`config.mk`:
```
export PLATFORM = sky130hd
export DESIGN_NAME = gpu_scanout
export DESIGN_NICKNAME = d
export VERILOG_FILES = /design/src/rtl/gpu_scanout_pkg.sv /design/src/rtl/gpu_scanout_timing.sv /design/src/rtl/gpu_scanout.sv
export VERILOG_INCLUDE_DIRS = /design/src /design/src/rtl
export SDC_FILE = /design/constraint.sdc
export NUM_CORES = 1
export LEC_CHECK = 0
export ABC_CLOCK_PERIOD_IN_PS = 2500
export CAP_MARGIN = 20
export CORE_MARGIN = 5
export CORE_UTILIZATION = 35
export DETAILED_ROUTE_END_ITERATION = 8
export SETUP_SLACK_MARGIN = 0.2
export SYNTH_ARGS = -nofsm -noshare
export SYNTH_HDL_FRONTEND = slang
export SYNTH_SLANG_ARGS = --single-unit
```
`constraint.sdc`:
```
create_clock -name clk -period 2.5 [get_ports clk]
set_input_delay 0.75 -clock clk [delete_from_list [all_inputs] [get_ports clk]]
set_output_delay 0.75 -clock clk [all_outputs]
set_load 0.005 [all_outputs]
```
`src/rtl/gpu_definitions.svh`:
```
// gpu_definitions: shared framebuffer geometry and default scanout timing
`ifndef GPU_DEFINITIONS_SVH
`define GPU_DEFINITIONS_SVH
`define WIDTH_BITS   9
`define HEIGHT_BITS  8
`define CHANNEL_BITS 8
`define GPU_H_ACTIVE 320
`define GPU_H_FP     8
`define GPU_H_SYNC   32
`define GPU_H_BP     40
`define GPU_V_ACTIVE 240
`define GPU_V_FP     3
`define GPU_V_SYNC   4
`define GPU_V_BP     6
`define GPU_RD_LAT   2
`endif

```
`src/rtl/gpu_scanout_pkg.sv`:
```
// gpu_scanout_pkg: shared widths, video-timing pipeline entry and helper functions
`include "gpu_definitions.svh"
package gpu_scanout_pkg;
    localparam int W_BITS = `WIDTH_BITS;
    localparam int H_BITS = `HEIGHT_BITS;
    localparam int C_BITS = `CHANNEL_BITS;
    // One stage of the sync/enable delay line; syncs held in output (active-low) polarity.
    typedef struct packed {
        logic hs_n;
        logic vs_n;
        logic de;
    } vid_t;
    localparam vid_t VID_IDLE = '{hs_n: 1'b1, vs_n: 1'b1, de: 1'b0};
    function automatic int cnt_bits(input int total);
        return total > 1 ? $clog2(total) : 1;
    endfunction
    function automatic logic in_win(input int x, input int lo, input int len);
        return x >= lo && x < lo + len;
    endfunction
endpackage

```
`src/rtl/gpu_scanout_timing.sv`:
```
// gpu_scanout_timing: H/V raster counters with raw active, sync and frame-boundary flags
// Ports: clk; rst (async, active-high); en_i run (0 clears counters to (0,0) next edge);
//        h_cnt_o/v_cnt_o raster position; active_o visible pixel; hs_o/vs_o raw sync (active-high);
//        boundary_o first cycle of a frame.
`include "gpu_definitions.svh"
module gpu_scanout_timing
    import gpu_scanout_pkg::*;
#(
    parameter int H_ACTIVE = `GPU_H_ACTIVE,
    parameter int H_FP     = `GPU_H_FP,
    parameter int H_SYNC   = `GPU_H_SYNC,
    parameter int H_BP     = `GPU_H_BP,
    parameter int V_ACTIVE = `GPU_V_ACTIVE,
    parameter int V_FP     = `GPU_V_FP,
    parameter int V_SYNC   = `GPU_V_SYNC,
    parameter int V_BP     = `GPU_V_BP,
    localparam int HT = H_ACTIVE + H_FP + H_SYNC + H_BP,
    localparam int VT = V_ACTIVE + V_FP + V_SYNC + V_BP,
    localparam int HW = cnt_bits(HT),
    localparam int VW = cnt_bits(VT)
) (
    input  logic          clk,
    input  logic          rst,
    input  logic          en_i,
    output logic [HW-1:0] h_cnt_o,
    output logic [VW-1:0] v_cnt_o,
    output logic          active_o,
    output logic          hs_o,
    output logic          vs_o,
    output logic          boundary_o
);
    localparam logic [HW-1:0] H_LAST = HW'(HT - 1);
    localparam logic [VW-1:0] V_LAST = VW'(VT - 1);
    logic [HW-1:0] h_q, h_d;
    logic [VW-1:0] v_q, v_d;
    always_comb begin
        h_d = !en_i ? '0 : h_q == H_LAST ? '0 : h_q + HW'(1);
        v_d = !en_i ? '0 : h_q != H_LAST ? v_q : v_q == V_LAST ? '0 : v_q + VW'(1);
    end
    always_ff @(posedge clk or posedge rst) begin
        if (rst) begin
            h_q <= '0;
            v_q <= '0;
        end else begin
            h_q <= h_d;
            v_q <= v_d;
        end
    end
    assign h_cnt_o    = h_q;
    assign v_cnt_o    = v_q;
    assign active_o   = en_i && in_win(int'(h_q), 0, H_ACTIVE) && in_win(int'(v_q), 0, V_ACTIVE);
    assign hs_o       = en_i && in_win(int'(h_q), H_ACTIVE + H_FP, H_SYNC);
    assign vs_o       = en_i && in_win(int'(v_q), V_ACTIVE + V_FP, V_SYNC);
    assign boundary_o = en_i && h_q == '0 && v_q == '0;
endmodule

```
`src/rtl/gpu_scanout.sv`:
```
// gpu_scanout: double-buffered framebuffer scanout from SRAM to a synced RGB video port
// Ports: clk; rst (async, active-high); enable_i run; buffer_select_i buffer being drawn;
//        sram_rdata_i {r,g,b} read data; CE0_o/OE_o active-low strobes, R_W_o fixed read;
//        sram_addr_o {buffer,y,x}; hsync_o/vsync_o active-low; de_o display enable;
//        r_o/g_o/b_o pixel colour; frame_start_o one-clock pulse with the first address of a frame.
`include "gpu_definitions.svh"
module gpu_scanout
    import gpu_scanout_pkg::*;
#(
    parameter int H_ACTIVE = `GPU_H_ACTIVE,
    parameter int H_FP     = `GPU_H_FP,
    parameter int H_SYNC   = `GPU_H_SYNC,
    parameter int H_BP     = `GPU_H_BP,
    parameter int V_ACTIVE = `GPU_V_ACTIVE,
    parameter int V_FP     = `GPU_V_FP,
    parameter int V_SYNC   = `GPU_V_SYNC,
    parameter int V_BP     = `GPU_V_BP,
    parameter int RD_LAT   = `GPU_RD_LAT
) (
    input  logic                                      clk,
    input  logic                                      rst,
    input  logic                                      enable_i,
    input  logic                                      buffer_select_i,
    input  logic [3*`CHANNEL_BITS-1:0]                sram_rdata_i,
    output logic                                      CE0_o,
    output logic                                      OE_o,
    output logic                                      R_W_o,
    output logic [`WIDTH_BITS+`HEIGHT_BITS:0]         sram_addr_o,
    output logic                                      hsync_o,
    output logic                                      vsync_o,
    output logic                                      de_o,
    output logic [`CHANNEL_BITS-1:0]                  r_o,
    output logic [`CHANNEL_BITS-1:0]                  g_o,
    output logic [`CHANNEL_BITS-1:0]                  b_o,
    output logic                                      frame_start_o
);
    localparam int HW = cnt_bits(H_ACTIVE + H_FP + H_SYNC + H_BP);
    localparam int VW = cnt_bits(V_ACTIVE + V_FP + V_SYNC + V_BP);
    localparam int AW = `WIDTH_BITS + `HEIGHT_BITS + 1;
    // Reset also gates the combinational strobes so they are idle the instant rst rises.
    logic run;
    assign run = enable_i && !rst;
    logic [HW-1:0] h_cnt;
    logic [VW-1:0] v_cnt;
    logic active, hs, vs, boundary;
    gpu_scanout_timing #(
        .H_ACTIVE(H_ACTIVE), .H_FP(H_FP), .H_SYNC(H_SYNC), .H_BP(H_BP),
        .V_ACTIVE(V_ACTIVE), .V_FP(V_FP), .V_SYNC(V_SYNC), .V_BP(V_BP)
    ) u_timing (
        .clk       (clk),
        .rst       (rst),
        .en_i      (run),
        .h_cnt_o   (h_cnt),
        .v_cnt_o   (v_cnt),
        .active_o  (active),
        .hs_o      (hs),
        .vs_o      (vs),
        .boundary_o(boundary)
    );
    logic scan_buf_q, scan_buf_d;
    logic [AW-1:0] addr_q, addr_live;
    vid_t [RD_LAT:0] pipe_q;
    vid_t raw;
    logic [3*`CHANNEL_BITS-1:0] rgb_q;
    // The boundary cycle already addresses the newly latched buffer, so bypass the register there.
    always_comb begin
        scan_buf_d = boundary ? ~buffer_select_i : scan_buf_q;
        addr_live  = {scan_buf_d, `HEIGHT_BITS'(v_cnt), `WIDTH_BITS'(h_cnt)};
        raw        = '{hs_n: ~hs, vs_n: ~vs, de: active};
    end
    always_ff @(posedge clk or posedge rst) begin
        if (rst) begin
            scan_buf_q <= 1'b0;
            addr_q     <= '0;
            pipe_q     <= {(RD_LAT + 1){VID_IDLE}};
            rgb_q      <= '0;
        end else begin
            scan_buf_q <= scan_buf_d;
            if (active) addr_q <= addr_live;
            pipe_q     <= {pipe_q[RD_LAT-1:0], raw};
            // Stage RD_LAT-1 carries the active flag of the address whose data arrives this edge.
            rgb_q      <= pipe_q[RD_LAT-1].de ? sram_rdata_i : '0;
        end
    end
    assign CE0_o         = ~active;
    assign OE_o          = ~active;
    assign R_W_o         = 1'b1;
    assign sram_addr_o   = active ? addr_live : addr_q;
    assign frame_start_o = boundary;
    assign hsync_o       = pipe_q[RD_LAT].hs_n;
    assign vsync_o       = pipe_q[RD_LAT].vs_n;
    assign de_o          = pipe_q[RD_LAT].de;
    assign {r_o, g_o, b_o} = rgb_q;
endmodule

```
==> flow_summary_export.csv <==
group,metric,value,unit
global_route,use_met3,0.0414,
finish,final_nets,447,
floorplanning,io_pins,77,
timing,grt_setup_unrepaired,"true",
worst_setup_path,cp.required,1.75,ns
detailed_routing,via_count,2435,
timing,tns,-1.90,ns
logic_synthesis,syn_nets,283,
logic_synthesis,synth_seq_area_share,0.623,
timing,finalWorstSetupSlack,-0.331,ns
detailed_routing,firstDrtPassIters,4,
floorplanning,initial_core_util,0.360,
logic_synthesis,synth_compound_area_frac,0.0535,
floorplanning,core,0.00773,mm^2
logic_synthesis,synth_top_family_by_area,"simple AND/OR/NAND/NOR gates",
timing,fmax,0.353,GHz
global_route,top_usage_layer,"met2",
worst_setup_path,critPathMaxFanout,2,
clocking,cts-htree-levels,3,
worst_setup_path,slowest_stage,"or4_4",
floorplanning,die-area,0.00983,mm^2
logic_synthesis,synthFlopType,"dfrtp_1",
worst_setup_path,crit_path_cell_trace,"or4_4 > or3_4 > o21ai_4 > a31oi_2 > buf_2",
clocking,ctsRootBufferMaster,"clkbuf_8",
clocking,hold_buffers,0,
worst_setup_path,cp-end-kind,"output port",
clocking,cts_tree,"done",
clocking,cts_sinks,69,
global_route,grt_usage,0.161,
clocking,clkSlewWorstSetupHoldPaths,0.08,ns
timing,slew_headroom,0.497,
detailed_routing,drt-total-wl,8.07,mm
floorplanning,num_rows,32,
clocking,clock_latency,0.35,ns
worst_setup_path,arrival,2.08,ns
logic_synthesis,yosys_warnings,0,
hold_path,worst_hold_path_type,"reg -> reg",
global_route,grt.met1_usage,0.199,
global_route,grtUsageMet2,0.262,
logic_synthesis,synth_cell_types,42,
global_route,antenna_found_initial,0,
power,power,2.27,mW
detailed_routing,vias_per_cell,4.66,
global_route,grt_max_degree,41,
logic_synthesis,yosys.area_share.simple,0.231,
finish,postLayoutCoreUtil,0.645,
timing,whs,0.358,ns
job,drv_cap,0,
finish,drive_above_1_share,0.467,
floorplanning,die_w,99.1,um
worst_setup_path,cp_slowest_stage_delay,0.56,ns
placement,dpl.hpwl,4.92,mm
power,p_per_area,455,mW/mm^2
finish,syn_to_final_growth,79.1,%
worst_setup_path,r2r_slack,0.06,ns
logic_synthesis,yosys.area_share.adder,0.0180,
worst_setup_path,cp-start-kind,"flop",
timing,period_needed,2.83,ns
placement,gp_congestion,0.810,
detailed_routing,drt_drc_violations_left,0,
logic_synthesis,syn_area_per_cell,11.1,um^2
placement,dp_cells,457,
logic_synthesis,synthArstFlopShare,1.00,
logic_synthesis,synthXorXnorAreaFrac,0.0283,
status,violations,"setup timing",
worst_setup_path,worst-setup-path-type,"reg -> out",
placement,portBuffers,75,
detailed_routing,ant_nets,0,
timing,clock_skew,0.00954,ns
global_route,grt_overflow,0,
timing,max_slew.worst_pin.slew,0.747,ns
logic_synthesis,synthMuxAreaShare,0.00360,
logic_synthesis,synthesis.area,0.00278,mm^2
timing,post-route-period-util,1.13,
clocking,cts_made_buffers,9,
logic_synthesis,synth_cells,251,
status,status,"finished with violations",
floorplanning,die_y,99.1,um
logic_synthesis,synth_edf_count,0,
finish,instances_no_fill,522,
global_route,grt_pass1_wl,12.4,mm
detailed_routing,avgRoutedWirePerCell,15.5,um
logic_synthesis,ys_ff_latch,69,
detailed_routing,drtIter0Drc,105,
timing,hold_viol_final,0,
timing,setup_viol,19,
timing,maxSlewViolCount,0,
power,ir_drop,0.254,mV
global_route,grt_pass1_vias,2491,
clocking,ctsLongestPathBuffers,2,
power,power_leakage,2.41,nW
finish,diodes,0,
==> final timing paths <==
check                                    start         endpoint  cells past startpoint
hold reg to reg                      pipe_q[5]          hsync_o                      0
hold / removal                       pipe_q[5]          hsync_o                      0
setup reg to reg           u_timing.v_cnt_o[6]       addr_q[11]                     18
setup / recovery           u_timing.h_cnt_o[7]  sram_addr_o[17]                      5
max in group asynchronous                  rst        pipe_q[2]                      6
min in group asynchronous                  rst       addr_q[16]                      5
==> critical path, delay by kind of cell, from the launching register on <==
kind,cells,cell delay [ns]
AND/OR/NAND/NOR,2,0.94
flip-flops,1,0.38
AO/OA/AOI/OAI,2,0.27
buffers and inverters,1,0.14
==> what timing repair did <==
action                     4_1_cts  5_1_grt
pin swaps                       21       21
gates resized for setup        192       42
setup endpoints to repair       21       23
buffers inserted                36       11
cloned                           1        1
==> layout make-up <==
class                   count  area (um^2)
clock buffers              10          128
inverters                   8         46.3
repair buffers            166         1630
fillers                   565         2750
flip-flops and latches     69         1740
multi-input cells         161         1260
well taps                 102          128
clock inverters             6         47.5
==> per-layer routing <==
layer	vias to the layer above	part of all wire
met5	-	0
met3	18	0.061
li1	1154	-
met4	0	0.025
met1	1182	0.43
met2	81	0.48
==> state kept, by name, summed over array words and instances, names as in the netlist <==
name              flops
rgb_q                24
scan_buf_q            1
u_timing.h_cnt_o      9
hsync_o               1
de_o                  1
u_timing.v_cnt_o      8
addr_q               18
pipe_q                6
vsync_o               1
==> power breakdown <==
group	total (mW)	internal, mW	switching (mW)
logic	0.279	0.169	0.110
registers	1.16	1.14	0.0133
clock network	0.828	0.366	0.462
==> cell usage in the layout (no fill, tap or decap), drive strengths merged, types with 8 or more instances in the layout <==
cell type	netlist	layout
o21ai	13	13
nor2	13	13
buf	6	113
clkdlybuf4s50	0	52
clkbuf	7	11
dfrtp	63	63
and2	27	27
xnor2	8	8
inv	8	8
nand3	9	9
nand2	45	45
==> stage by stage <==
step / worst slack [ns] / instance area (um^2)
6_report: -0.331 / 4980
5_1_grt: -0.393 / 4980
4_1_cts: -0.301 / 4670
3_5_place_dp: -1.01 / 3930
3_3_place_gp: -0.939 / 3930
2_1_floorplan: 0.204 / 2790
==> logic make-up (layout without fill, tap and decap cells) <==
logic type | Yosys count | in the layout
buffers and inverters | 21 | 190
adders and majority gates | 4 | 4
DFF | 69 | 69
other | 1 | 1
muxes | 1 | 1
AOI/OAI and AO/OA | 25 | 25
and+or+nand+nor | 121 | 121
xor gates and xnor gates | 9 | 9
==> cell usage after synthesis, types with 5 or more instances <==
library cell	number	share of area
a21oi_1	6	0.011
and2_1	25	0.056
clkbuf_1	6	0.0081
dfrtp_1	63	0.57
dfstp_2	6	0.057
inv_1	8	0.011
nand2_1	45	0.061
nand3_1	9	0.016
nand4_1	5	0.011
nor2_1	13	0.018
o21ai_0	12	0.022
xnor2_1	8	0.025
Note: power is estimated with default switching activity, not from simulation.
